--- src/rtl/muldiv_if.sv ---
// muldiv_if: request / write-back bundle between issue control, the register
// file and the iterative multiply/divide unit.
//   start_i, funct3_i, rd_i, rs1_data_i, rs2_data_i : request (master -> slave)
//   busy_o, done_o, we_o, addwrite_o, datowrite_o   : status / write-back (slave -> master)
interface muldiv_if #(
  parameter int WIDTH = 32,
  parameter int DEPTH = 5
);
  logic             start_i;
  logic [2:0]       funct3_i;
  logic [DEPTH-1:0] rd_i;
  logic [WIDTH-1:0] rs1_data_i;
  logic [WIDTH-1:0] rs2_data_i;
  logic             busy_o;
  logic             done_o;
  logic             we_o;
  logic [DEPTH-1:0] addwrite_o;
  logic [WIDTH-1:0] datowrite_o;

  modport master (
    output start_i, funct3_i, rd_i, rs1_data_i, rs2_data_i,
    input  busy_o, done_o, we_o, addwrite_o, datowrite_o
  );

  modport slave (
    input  start_i, funct3_i, rd_i, rs1_data_i, rs2_data_i,
    output busy_o, done_o, we_o, addwrite_o, datowrite_o
  );
endinterface

--- src/rtl/muldiv_unit.sv ---
// muldiv_unit: iterative RV32M multiply/divide unit. One operation at a time;
// shift-add multiply or restoring divide over WIDTH cycles on operand
// magnitudes, sign fix-up in a single cycle, then a one-cycle write-back pulse.
// Ports:
//   clk_i  - clock, rising edge
//   rst_i  - synchronous reset, active high (aborts any operation in flight)
//   bus    - muldiv_if.slave: request in, busy/done/write-back out
//
// state  | meaning
// IDLE   | waiting for start_i; operands latched on acceptance
// CALC   | WIDTH iterations, one per cycle
// FIX    | sign correction, result select, special cases; result registered
// DONE   | done_o pulse, we_o unless rd = x0
module muldiv_unit #(
  parameter int WIDTH = 32,
  parameter int DEPTH = 5
) (
  input logic     clk_i,
  input logic     rst_i,
  muldiv_if.slave bus
);

  localparam int CW = $clog2(WIDTH);

  localparam logic [1:0] S_IDLE = 2'd0;
  localparam logic [1:0] S_CALC = 2'd1;
  localparam logic [1:0] S_FIX  = 2'd2;
  localparam logic [1:0] S_DONE = 2'd3;

  localparam logic [2:0] OP_MUL    = 3'b000;
  localparam logic [2:0] OP_MULH   = 3'b001;
  localparam logic [2:0] OP_MULHSU = 3'b010;
  localparam logic [2:0] OP_MULHU  = 3'b011;
  localparam logic [2:0] OP_DIV    = 3'b100;
  localparam logic [2:0] OP_DIVU   = 3'b101;
  localparam logic [2:0] OP_REM    = 3'b110;
  localparam logic [2:0] OP_REMU   = 3'b111;

  localparam logic [WIDTH-1:0] MOST_NEG = {1'b1, {(WIDTH-1){1'b0}}};

  logic [1:0]         state;
  logic [CW-1:0]      cnt;
  logic [2:0]         op_q;
  logic [DEPTH-1:0]   rd_q;
  logic [WIDTH-1:0]   a_q;
  logic [WIDTH-1:0]   opnd;
  logic [2*WIDTH-1:0] acc;
  logic               neg_q;
  logic               dz_q;
  logic               ovf_q;
  logic [WIDTH-1:0]   res_q;

  // Acceptance decode
  logic             a_signed, b_signed, a_neg, b_neg, neg_start;
  logic [WIDTH-1:0] mag_a, mag_b;

  always_comb begin
    a_signed  = (bus.funct3_i == OP_MULH) || (bus.funct3_i == OP_MULHSU) ||
                (bus.funct3_i == OP_DIV)  || (bus.funct3_i == OP_REM);
    b_signed  = (bus.funct3_i == OP_MULH) || (bus.funct3_i == OP_DIV) ||
                (bus.funct3_i == OP_REM);
    a_neg     = a_signed && bus.rs1_data_i[WIDTH-1];
    b_neg     = b_signed && bus.rs2_data_i[WIDTH-1];
    mag_a     = a_neg ? -bus.rs1_data_i : bus.rs1_data_i;
    mag_b     = b_neg ? -bus.rs2_data_i : bus.rs2_data_i;
    // remainder takes the dividend's sign; everything else the XOR
    neg_start = (bus.funct3_i == OP_REM) ? a_neg : (a_neg ^ b_neg);
  end

  // Iteration step. acc holds {partial product high, multiplier} for multiply
  // and {partial remainder, remaining dividend / quotient bits} for divide.
  logic [WIDTH:0]     mul_sum;
  logic [2*WIDTH-1:0] mul_next;
  logic [WIDTH:0]     div_trial;
  logic [2*WIDTH-1:0] div_next;

  always_comb begin
    mul_sum   = {1'b0, acc[2*WIDTH-1:WIDTH]} + (acc[0] ? {1'b0, opnd} : '0);
    mul_next  = {mul_sum, acc[WIDTH-1:1]};
    div_trial = {acc[2*WIDTH-1:WIDTH], acc[WIDTH-1]} - {1'b0, opnd};
    // borrow out means the divisor did not fit: plain shift, quotient bit 0
    div_next  = div_trial[WIDTH] ? {acc[2*WIDTH-2:0], 1'b0}
                                 : {div_trial[WIDTH-1:0], acc[WIDTH-2:0], 1'b1};
  end

  // Fix-up and result select
  logic [2*WIDTH-1:0] prod_fix;
  logic [WIDTH-1:0]   quo_fix, rem_fix, result;

  always_comb begin
    prod_fix = neg_q ? -acc : acc;
    quo_fix  = neg_q ? -acc[WIDTH-1:0] : acc[WIDTH-1:0];
    rem_fix  = neg_q ? -acc[2*WIDTH-1:WIDTH] : acc[2*WIDTH-1:WIDTH];
    result   = '0;
    case (op_q)
      OP_MUL:                        result = prod_fix[WIDTH-1:0];
      OP_MULH, OP_MULHSU, OP_MULHU:  result = prod_fix[2*WIDTH-1:WIDTH];
      OP_DIV, OP_DIVU: begin
        if (dz_q)       result = '1;
        else if (ovf_q) result = MOST_NEG;
        else            result = quo_fix;
      end
      OP_REM, OP_REMU: begin
        if (dz_q)       result = a_q;
        else if (ovf_q) result = '0;
        else            result = rem_fix;
      end
      default:                       result = '0;
    endcase
  end

  always_ff @(posedge clk_i) begin
    if (rst_i) begin
      state <= S_IDLE;
      cnt   <= '0;
      op_q  <= '0;
      rd_q  <= '0;
      a_q   <= '0;
      opnd  <= '0;
      acc   <= '0;
      neg_q <= 1'b0;
      dz_q  <= 1'b0;
      ovf_q <= 1'b0;
      res_q <= '0;
    end else begin
      case (state)
        S_IDLE: begin
          if (bus.start_i) begin
            op_q  <= bus.funct3_i;
            rd_q  <= bus.rd_i;
            a_q   <= bus.rs1_data_i;
            neg_q <= neg_start;
            dz_q  <= (bus.rs2_data_i == '0);
            // signed overflow only exists for DIV/REM
            ovf_q <= ((bus.funct3_i == OP_DIV) || (bus.funct3_i == OP_REM)) &&
                     (bus.rs1_data_i == MOST_NEG) && (&bus.rs2_data_i);
            cnt   <= '0;
            if (bus.funct3_i[2]) begin
              acc  <= {{WIDTH{1'b0}}, mag_a};
              opnd <= mag_b;
            end else begin
              acc  <= {{WIDTH{1'b0}}, mag_b};
              opnd <= mag_a;
            end
            state <= S_CALC;
          end
        end
        S_CALC: begin
          acc <= op_q[2] ? div_next : mul_next;
          cnt <= cnt + 1'b1;
          if (cnt == CW'(WIDTH-1)) state <= S_FIX;
        end
        S_FIX: begin
          res_q <= result;
          state <= S_DONE;
        end
        S_DONE:  state <= S_IDLE;
        default: state <= S_IDLE;
      endcase
    end
  end

  assign bus.busy_o      = (state != S_IDLE);
  assign bus.done_o      = (state == S_DONE);
  assign bus.we_o        = (state == S_DONE) && (rd_q != '0);
  assign bus.addwrite_o  = rd_q;
  assign bus.datowrite_o = res_q;

endmodule

--- src/flat_wrapper.sv ---
// flat-port wrapper written by rule: the top's interface ports become plain ports
module muldiv_unit_flat 
#(
  parameter int WIDTH = 32,
  parameter int DEPTH = 5
)
  (clk_i, rst_i, bus_start_i, bus_funct3_i, bus_rd_i, bus_rs1_data_i, bus_rs2_data_i, bus_busy_o, bus_done_o, bus_we_o, bus_addwrite_o, bus_datowrite_o);
  muldiv_if #(.WIDTH(WIDTH), .DEPTH(DEPTH)) bus_i ();
  input logic clk_i;
  input logic rst_i;
  input wire logic [$bits(bus_i.start_i)-1:0] bus_start_i;
  input wire logic [$bits(bus_i.funct3_i)-1:0] bus_funct3_i;
  input wire logic [$bits(bus_i.rd_i)-1:0] bus_rd_i;
  input wire logic [$bits(bus_i.rs1_data_i)-1:0] bus_rs1_data_i;
  input wire logic [$bits(bus_i.rs2_data_i)-1:0] bus_rs2_data_i;
  output wire logic [$bits(bus_i.busy_o)-1:0] bus_busy_o;
  output wire logic [$bits(bus_i.done_o)-1:0] bus_done_o;
  output wire logic [$bits(bus_i.we_o)-1:0] bus_we_o;
  output wire logic [$bits(bus_i.addwrite_o)-1:0] bus_addwrite_o;
  output wire logic [$bits(bus_i.datowrite_o)-1:0] bus_datowrite_o;
  assign bus_i.start_i = bus_start_i;
  assign bus_i.funct3_i = bus_funct3_i;
  assign bus_i.rd_i = bus_rd_i;
  assign bus_i.rs1_data_i = bus_rs1_data_i;
  assign bus_i.rs2_data_i = bus_rs2_data_i;
  assign bus_busy_o = bus_i.busy_o;
  assign bus_done_o = bus_i.done_o;
  assign bus_we_o = bus_i.we_o;
  assign bus_addwrite_o = bus_i.addwrite_o;
  assign bus_datowrite_o = bus_i.datowrite_o;
  muldiv_unit #(.WIDTH(WIDTH), .DEPTH(DEPTH)) u_core (.clk_i(clk_i), .rst_i(rst_i), .bus(bus_i));
endmodule
--- config.mk ---
export PLATFORM = sky130hd
export DESIGN_NAME = muldiv_unit_flat
export DESIGN_NICKNAME = d
export VERILOG_FILES = /design/src/rtl/muldiv_if.sv /design/src/rtl/muldiv_unit.sv /design/src/flat_wrapper.sv
export SDC_FILE = /design/constraint.sdc
export NUM_CORES = 1
export LEC_CHECK = 0
export ABC_CLOCK_PERIOD_IN_PS = 4300
export CORE_MARGIN = 8
export CORE_UTILIZATION = 45
export CTS_BUF_LIST = sky130_fd_sc_hd__clkbuf_16
export DETAILED_ROUTE_END_ITERATION = 12
export GPL_TIMING_DRIVEN = 0
export PLACE_DENSITY = 0.68
export SYNTH_ARGS = -nofsm -noshare
export SYNTH_HDL_FRONTEND = slang
export SYNTH_SLANG_ARGS = --single-unit
--- constraint.sdc ---
create_clock -name clk_i -period 4.3 [get_ports clk_i]
set_input_delay 0.86 -clock clk_i [delete_from_list [all_inputs] [get_ports clk_i]]
set_output_delay 0.86 -clock clk_i [all_outputs]
set_load 0.05 [all_outputs]
Yosys cells after proc, flatten, opt, wreduce, memory -nomap -nowiden --
Index checks and enable logic that the tools add are counted.
Cells by class: bitwise operators 1, add/sub/neg operators 8, equality and inequality tests 18, mux-type cells 23, reductions and logical operators 24
Operators by type and width (count):
- $mux 32 | 11
- $mux 64 | 4
- $neg 32->32 | 4
- $pmux 32 s4 | 1
- $pmux 64 s2 | 1
- $neg 64->64 | 1
- $add 32x33->33 | 1
- $sub 33x32->33 | 1
- $eq 32x32->1 const B | 1
- $logic_not 32->1 | 1
- $reduce_and 32->1 | 1
- $eq 3x3->1 const B | 6
- $pmux 5 s2 | 1
- $eq 3x2->1 const B | 3
- $pmux 2 s4 | 1
- $eq 3x1->1 const B | 2
- $logic_or 1x1->1 | 6
- $reduce_and 2->1 | 3
- $add 5x1->5 const B | 1
- $eq 5x5->1 const B | 1
- $logic_and 1x1->1 | 5
- $mux 5 | 1
- $reduce_bool 5->1 | 1
- $eq 2x2->1 const B | 2
- 11 further kinds | 14
Word-level totals: word-level logic and storage cells 85, output and inout bits 40, bits of input ports 75, bits in registers 178

Longest topological paths before layout --
Gate-level depths: netlist (run 1).
word-level depth 9, mapped depth 14, depth with buffers taken out 13

Least setup slack after synthesis (run 1) --
No wires, ideal clock.
kind input port to flip-flop, start in bus_rs2_data_i[10], end reg u_core.acc[29], data arrival time 3.131 ns, buffers on the path 1, stages 10, required time 4.214 ns, setup slack 1.084 ns, library setup time 0.086 ns, cells stage by stage or4_4 > or4_1 > buf_2 > nor3_4 > nand3_1 > o21ai_0 > xnor2_1 > nor2_1 > a211o_1 > a211oi_1
On the way: cells in the longest elaborated chain, start to end 5
Ends and longest elaborated chain:
- start, declared | RTL line flat_wrapper.sv:15 | input wire logic [$bits(bus_i.rs2_data_i)-1:0] bus_rs2_data_i;
- $neg 32->32 | RTL line muldiv_unit.sv:65 | mag_b = b_neg ? -bus.rs2_data_i : bus.rs2_data_i;
- $mux 32 | RTL line muldiv_unit.sv:65
- $mux 32 | RTL line muldiv_unit.sv:138 | if (bus.funct3_i[2]) begin
- $mux 64 | RTL line muldiv_unit.sv:128 | if (bus.start_i) begin
- $pmux 64 s2 | RTL line muldiv_unit.sv:126 | case (state)
- end signal, assigned | RTL line muldiv_unit.sv:139 | acc <= {{WIDTH{1'b0}}, mag_a};
- end signal, assigned | RTL line muldiv_unit.sv:142 | acc <= {{WIDTH{1'b0}}, mag_b};
- end signal, assigned | RTL line muldiv_unit.sv:149 | acc <= op_q[2] ? div_next : mul_next;
- end, declared | RTL line muldiv_unit.sv:47 | logic [2*WIDTH-1:0] acc;
Every way passes these cells. The select of a mux whose other input is x is not followed. A chain may end at the register's enable or synchronous reset.

Final worst setup path (run 1) --
start in bus_funct3_i[2], end reg u_core.acc[10]
On the way: cells in the longest elaborated chain, start to end 9, elaborated cells on any way between the ends 16, classes of those cells eq/ne: 4; mux: 5; reduce/logical: 7
Ends and longest elaborated chain:
- start, declared | RTL line flat_wrapper.sv:12 | input wire logic [$bits(bus_i.funct3_i)-1:0] bus_funct3_i;
- $eq 3x1->1 / $eq 3x2->1 (equally long branches) | RTL line muldiv_unit.sv:58, muldiv_unit.sv:60
- $logic_or 1x1->1 (2 in series) | RTL line muldiv_unit.sv:58 | a_signed = (bus.funct3_i == OP_MULH) || (bus.funct3_i == OP_MULHSU) ||
- $logic_or 1x1->1 | RTL line muldiv_unit.sv:59 | (bus.funct3_i == OP_DIV) || (bus.funct3_i == OP_REM);
- $logic_and 1x1->1 | RTL line muldiv_unit.sv:62 | a_neg = a_signed && bus.rs1_data_i[WIDTH-1];
- $mux 32 | RTL line muldiv_unit.sv:64 | mag_a = a_neg ? -bus.rs1_data_i : bus.rs1_data_i;
- $mux 32 (*) | RTL line muldiv_unit.sv:138
- $mux 64 (*) | RTL line muldiv_unit.sv:128
- $pmux 64 s2 (*) | RTL line muldiv_unit.sv:126
Every way passes the cells marked *; elsewhere a longest branch is shown, timed or not. The select of a mux whose other input is x is not followed.

==> flow_summary.json, run 1 <==
{
  "place.gp.congestion": 1.07,
  "drive_above_1_share": 0.0555,
  "rows": 69,
  "worstMarginPinSlew_ns": 1.15,
  "grt_pass1_vias": 17600,
  "drt_first_pass_iters": 6,
  "post-route-period-util": 0.990,
  "synth_xor_area_frac": 0.0937,
  "cap_viol_max_count": 0,
  "portBuffers": 112,
  "numCtsBuffers": 17,
  "areaGrowthSynthToFinish_pct": 14.7,
  "power_mw": 10.7,
  "maxSlewHeadroom": 0.223,
  "fillCellCount": 3619,
  "clk_path_buf_depth": 2,
  "insertion_delay_ns": 0.48,
  "drtIter0Drc": 2228,
  "track_usage": 0.358,
  "drt_wl_total_mm": 77.9,
  "cp_max_fo": 10,
  "timing.fmax_ghz": 0.235,
  "grt_use_met3": 0.0746,
  "busiest_layer": "met2",
  "synth_edf_count": 0,
  "min_path_type": "reg2reg",
  "ir_worst_vdd_mv": 0.434,
  "grt_max_degree": 23,
  "synth_seq_area_share": 0.219,
  "routed_via_density": 6.50,
  "synth_cell_types": 88,
  "die_w_um": 206,
  "synthMuxAreaShare": 0.0391,
  "grt_pass1_wl_mm": 114,
  "maxSlewViolCount": 0,
  "synthFlopType": "dfxtp_1",
  "ant_nets": 0,
  "start_util": 0.457,
  "multiInputGateArea_sq_mm": 0.0117,
  "finClkSkew_ns": 0.0275,
  "hold_viol_final": 0,
  "wire_per_inst_um": 27.1,
  "grt.met1_usage": 0.465,
  "cp_data_required_time_ns": 4.69,
  "drc": 0,
  "grtUsageMet2": 0.544,
  "setup_tns_ns": 0,
  "synth_top_family_by_area": "compound AO/OA/AOI/OAI gates",
  "root_buffer": "clkbuf_16",
  "synth-simple-area-share": 0.229,
  "worstPathArrival_ns": 4.65,
  "synthArstFlopShare": 0,
  "synth_fa_ha_area_frac": 0.0602,
  "cp-end-kind": "flip-flop",
  "rsz0062_at_grt": "false",
  "fin_nets": 2554,
  "synth.ff_latch_count": 178,
  "antenna_found_initial": 3,
  "netlist_area_sq_mm": 0.0163,
  "syn_nets": 2420,
  "status": "complete, no violations",
  "synth_warnings": 0,
  "cts_tree": "done",
  "startpoint_type": "primary input",
  "hpwl_mm": 62.2,
  "power_density_mw_per_mm2": 571,
  "core_area_sq_mm": 0.0356,
  "regArea_sq_mm": 0.00356,
  "fp.dieH_um": 206,
  "syn_inst": 2268,
  "cts_max_level": 4,
  "synth_compound_area_frac": 0.298,
  "clock_sinks": 178,
  "dieArea_sq_mm": 0.0425,
  "ios": 115,
  "setup_viol": 0,
  "cts_hold_buf": 0,
  "clkTransAtPathRegs_ns": 0.09,
  "dr_total_vias": 18700,
  "avgSynthCellArea_sq_um": 7.17,
  "grt_overflow_total": 0,
  "worstSetupPathType": "in2reg",
  "p_leak_nw": 7.12,
  "period_needed_ns": 4.26
}
[critical path, cell delays in order]
cell and delay (ns):
clkdlybuf4s50_1 0.54, clkbuf_1 0.44, nor3_1 0.16, nor3_1 0.80
clkbuf_1 0.44, o21ai_0 0.19, xor2_1 0.19, a211oi_1 0.76
a211oi_1 0.11, nor3_1 0.17
[worst paths after layout]
path | startpoint | endpoint | slack [ns] | depth (start not counted)
max | bus_funct3_i[2] | u_core.acc[10] | 0.04 | 10
min | u_core.opnd[16] | u_core.opnd[16] | 0.46 | 2
max reg2reg | u_core.acc[31] | u_core.acc[55] | 0.14 | 13
min reg2reg | u_core.opnd[16] | u_core.opnd[16] | 0.46 | 2
[cell usage in the layout, fill, tap and decap left out, drive strengths merged, types with 9 or more instances in the layout]
cell type,instances
mux2i,23
o31ai,34
nor2,242
nand2b,22
and3,13
o21a,15
clkinv,9
nand3,50
o41ai,20
nor4,22
a221oi,14
a21oi,207
nand2,265
nor2b,9
a22oi,27
o221ai,19
o21ai,139
xnor2,94
dfxtp,178
clkdlybuf4s50,112
or3,24
nand4,24
xor2,80
nor3,65
ha,75
o211ai,38
or4,15
inv,96
mux2,36
clkbuf,155
a31oi,23
buf,31
and2,16
a21o,30
a211oi,76
a22o,9
[cells in the mapped netlist (all sizes together), types with 24 or more instances]
master | n | share of area
a211oi | 76 | 0.035
a21o | 30 | 0.014
a21oi | 207 | 0.064
a22oi | 27 | 0.012
buf | 28 | 0.0082
clkbuf | 138 | 0.032
dfxtp | 178 | 0.22
ha | 75 | 0.058
inv | 86 | 0.020
mux2 | 36 | 0.025
nand2 | 265 | 0.061
nand3 | 50 | 0.016
nand4 | 24 | 0.0092
nor2 | 242 | 0.056
nor3 | 65 | 0.021
o211ai | 38 | 0.018
o21ai | 139 | 0.043
o31ai | 34 | 0.016
or3 | 24 | 0.0095
xnor2 | 94 | 0.051
xor2 | 80 | 0.043
[report_power, final]
group | switching (mW) | leakage [nW] | total (mW) | internal (mW)
Combinational | 4.40 | 5.35 | 6.45 | 2.05
Sequential | 0.440 | 1.46 | 2.46 | 2.02
Clock | 0.923 | 0.306 | 1.74 | 0.817
Total | 5.77 | 7.12 | 10.7 | 4.89
[area by class of cell]
class / count / area share
timing repair buffer: 115 / 0.0613
tap: 461 / 0.0309
antenna: 1 / 0.000134
sequential: 178 / 0.191
multi-input combinational: 1834 / 0.629
clock inverter: 15 / 0.0112
inverter: 90 / 0.0181
buffer: 166 / 0.0351
clock buffer: 17 / 0.0228
[metrics by stage]
step	hold slack [ns]	util	worst slack (ns)	instance area, sq um	std cells
after floorplan	0.432	-	1.08	16300	2268
final	0.458	0.525	0.0434	18700	2877
after global placement	0.436	0.505	-0.341	18000	2841
after detailed placement	0.438	0.505	-0.320	18000	2841
after CTS	0.459	0.523	0.0108	18600	2873
after global routing	0.476	0.524	0.0226	18700	2876
[cell families after synthesis]
family | Yosys count
simple gates | 790
fa+ha+maj | 77
buf+inv | 256
mux | 59
compound gates | 734
flops | 178
xor+xnor | 174
[metal layers]
layer  vias to the layer above  wire (um)
met1                      8836      32300
met5                         -         28
li1                       8521          -
met4                         4       4880
met2                      1131      33100
met3                       218       7560
[timing repair]
| action | 4_1_cts | 5_1_grt |
|---|---|---|
| gates resized for setup | 3 | 13 |
| endpoints found under the setup margin | 12 | 37 |
| pin swaps | 0 | 1 |
| hold endpoints to repair | 0 | 0 |
| setup buffers | 0 | 3 |
[state kept, by name (all words and copies together), names as in the netlist, 2 cells and up]
name                    flops
u_core.bus.addwrite_o       5
u_core.bus.datowrite_o     32
u_core.acc                 64
u_core.opnd                32
u_core.cnt                  5
u_core.op_q                 3
u_core.a_q                 32
u_core.state                2
(Power assumes the default switching activity.)
==> run 2: changes to the inputs <==
--- a/config.mk
+++ b/config.mk
@@ -5,13 +5,14 @@
 export SDC_FILE = /design/constraint.sdc
 export NUM_CORES = 1
 export LEC_CHECK = 0
+export ABC_AREA = 1
 export ABC_CLOCK_PERIOD_IN_PS = 4300
 export CORE_MARGIN = 8
 export CORE_UTILIZATION = 45
 export CTS_BUF_LIST = sky130_fd_sc_hd__clkbuf_16
 export DETAILED_ROUTE_END_ITERATION = 12
 export GPL_TIMING_DRIVEN = 0
-export PLACE_DENSITY = 0.68
+export PLACE_DENSITY = 0.67
 export SYNTH_ARGS = -nofsm -noshare
 export SYNTH_HDL_FRONTEND = slang
 export SYNTH_SLANG_ARGS = --single-unit
==> run 2 against run 1 <==
Effect of this change:
- clock-buffer cell count did not move
- fmax rose by 8.5%
- via count rose by 32%
- hold slack better by 0.0065 ns
- setup slack better by 0.33 ns
- global-route usage increased by 2.7 points
- design area rose by 15%
- area after synthesis is 17% higher
- sequential share of layout area fell by 2.5 points
- clock power is essentially flat
- clock skew down 0.0091 ns
- total power is 34% higher
==> flow_summary.json, run 2 <==
{
  "status": "complete, no violations",
  "fin_nets": 3809,
  "crit_buf_inv": 4,
  "worstSetupPathType": "reg2reg",
  "ant_nets": 0,
  "hpwl_mm": 81.1,
  "clock_sinks": 178,
  "setup_viol": 0,
  "fillCellCount": 4703,
  "clkPwrFrac": 0.120,
  "synthArstFlopShare": 0,
  "period_needed_ns": 3.92,
  "min_path_type": "reg2reg",
  "crit_top_cell": "nand2_1",
  "switching_share": 0.603,
  "cap_viol_max_count": 0,
  "rows": 75,
  "worstPathArrival_ns": 4.35,
  "core_area_sq_mm": 0.0419,
  "yosysMostFrequentCell": "nand2_1",
  "finClkSkew_ns": 0.0185,
  "startpoint_type": "flip-flop",
  "synth_area_leader_cell": "nand2_1",
  "postCtsSetupRepairBufs": 0,
  "synth_warnings": 0,
  "numCtsBuffers": 17,
  "drive_above_1_share": 0.0302,
  "rsz0062_at_grt": "false",
  "largest_register_ffs": 64,
  "rr_worst_depth": 16,
  "cts_hold_buf": 0,
  "cp_max_fo": 10,
  "fp.dieH_um": 222,
  "die_w_um": 222,
  "yosys-top-cells-area": "nand2_1 (21%), dfxtp_1 (19%), inv_1 (9.6%), nand3_1 (9.5%), a21oi_1 (7.0%)",
  "antenna_found_initial": 6,
  "setup_tns_ns": 0,
  "synth.ff_latch_count": 178,
  "cp-end-kind": "flip-flop",
  "r2r-start": "u_core.acc[0]",
  "drt_first_pass_iters": 6,
  "cts_max_level": 4,
  "synth_seq_area_share": 0.187,
  "path_cells": "buf_2 -> buf_1 -> nand2_1 -> inv_1 -> ha_1 -> inv_1 -> fa_1 -> o21ai_0 -> nand2_1 -> nand2_1 -> nand2_1 -> nand2_1 -> nor2_1 -> o21ai_0 -> nand3_1 -> a21oi_1",
  "syn_inst": 3525,
  "wire_per_inst_um": 23.5,
  "place.gp.congestion": 1.15,
  "netlist_area_sq_mm": 0.0191,
  "stdcell_count": 4212,
  "dp_cells": 4177,
  "synth_cell_types": 52,
  "clk_path_buf_depth": 2,
  "drtIter0Drc": 3963,
  "areaGrowthSynthToFinish_pct": 12.7,
  "whs_ns": 0.465,
  "grt_pass1_wl_mm": 142,
  "portBuffers": 113,
  "drt_wl_total_mm": 98.8,
  "layout_commonest_cell": "nand2_1",
  "ios": 115,
  "ff2ff_setup_slack_ns": 0.38,
  "timing.fmax_ghz": 0.255,
  "hold_viol_final": 0,
  "cts_resized": 0,
  "grt_overflow_total": 0,
  "final_core_util": 0.513,
  "syn_nets": 3677,
  "regMostFlops": "u_core.acc",
  "root_buffer": "clkbuf_16",
  "whs_path_depth": 2,
  "maxSlewHeadroom": 0.200,
  "r2r-end": "u_core.acc[47]",
  "power_frac_comb": 0.691,
  "maxSlewViolCount": 0,
  "mostFrequentLayoutCells": "nand2_1 (1092), inv_1 (491), nand3_1 (364)",
  "ir_worst_vdd_mv": 0.379,
  "synth_edf_count": 0,
  "min_to": "u_core.bus.datowrite_o[0]",
  "avgSynthCellArea_sq_um": 5.42,
  "crit_start": "u_core.acc[0]",
  "clkTransAtPathRegs_ns": 0.08,
  "grt_max_degree": 20,
  "routed_via_density": 5.88,
  "drc": 0,
  "power_density_mw_per_mm2": 662,
  "switching_power_mw": 8.59,
  "post-route-period-util": 0.912,
  "yosys.area.top_type_share": 0.215,
  "seqPwrFrac": 0.189,
  "slowest_delay_ns": 0.69,
  "track_usage": 0.384,
  "p_leak_nw": 10.6,
  "synthFlopType": "dfxtp_1",
  "cp_data_required_time_ns": 4.73,
  "synth_commonest_cells": "nand2_1 (1092), inv_1 (490), nand3_1 (364)",
  "critical-path-top-delay-family": "compound AO/OA/AOI/OAI gates",
  "start_util": 0.455,
  "hold_path.startpoint": "u_core.bus.datowrite_o[0]",
  "dieArea_sq_mm": 0.0493,
  "insertion_delay_ns": 0.52,
  "grt_pass1_vias": 22000,
  "cts_tree": "done",
  "dr_total_vias": 24800,
  "slowest_stage": "o21ai_0",
  "p_int_mw": 5.65,
  "worstMarginPinSlew_ns": 1.19
}
run 2: routing by layer:
layer	global-route usage	share of wire	vias up
met1	0.499	0.40	11200
met4	0.206	0.064	2
li1	-	-	11600
met2	0.555	0.40	1621
met3	0.126	0.14	322
met5	0	0.00010	-
run 2: worst max-delay path by stage:
| stage | endpoint | slack (ns) | cells after the start |
|---|---|---|---|
| floorplan | u_core.acc[63] | 1.68 | 20 |
| global placement | u_core.dz_q | 0.26 | 13 |
| detailed placement | u_core.dz_q | 0.33 | 13 |
| CTS | u_core.acc[47] | 0.49 | 16 |
| global route | u_core.acc[47] | 0.15 | 16 |
| finish | u_core.acc[47] | 0.38 | 16 |
run 2: metrics by stage:
step | worst slack [ns] | instance area (sq um) | power (mW)
final | 0.376 | 21500 | 14.2
after detailed placement | 0.327 | 20900 | 12.0
after global placement | 0.264 | 20900 | 12.0
after global routing | 0.153 | 21500 | 15.0
after floorplan | 1.68 | 19100 | 8.69
after CTS | 0.495 | 21500 | 13.7
run 2: layout make-up:
| class | count | area (sq um) | area share |
|---|---|---|---|
| Multi-Input combinational cell | 2708 | 13100 | 0.608 |
| Sequential cell | 178 | 3560 | 0.166 |
| Inverter | 506 | 1900 | 0.0883 |
| Timing Repair Buffer | 113 | 1130 | 0.0526 |
| Tap cell | 539 | 674 | 0.0313 |
| Buffer | 133 | 554 | 0.0258 |
| Clock buffer | 17 | 425 | 0.0198 |
| Clock inverter | 15 | 188 | 0.00872 |
| Antenna cell | 3 | 7.51 | 0.000349 |
run 2: worst register-to-register path, cell delays in order (launching register included):
cell	delay, ns
dfxtp_1	0.31
buf_2	0.23
buf_1	0.48
nand2_1	0.09
inv_1	0.07
ha_1	0.24
inv_1	0.11
fa_1	0.47
o21ai_0	0.69
nand2_1	0.16
nand2_1	0.14
nand2_1	0.08
nand2_1	0.11
nor2_1	0.04
o21ai_0	0.37
nand3_1	0.13
a21oi_1	0.13
run 2: power by group through the flow:
stage,Clock (mW),Combinational [mW],Sequential (mW)
2_1_floorplan,0,5.99,2.70
3_3_place_gp,0,9.37,2.67
3_5_place_dp,0,9.34,2.67
4_1_cts,1.71,9.38,2.63
5_1_grt,1.76,10.5,2.70
6_report,1.71,9.85,2.69
run 2: kinds of logic (layout without fill, tap and decap cells):
group | after synthesis | in the layout | synth area share
AOI/OAI and AO/OA | 612 | 612 | 0.171
xor gates and xnor gates | 79 | 79 | 0.0362
adders and majority gates | 77 | 77 | 0.0513
buffers and inverters | 639 | 784 | 0.129
DFF | 178 | 178 | 0.187
other | 0 | 3 | 0
and+or+nand+nor | 1940 | 1940 | 0.427
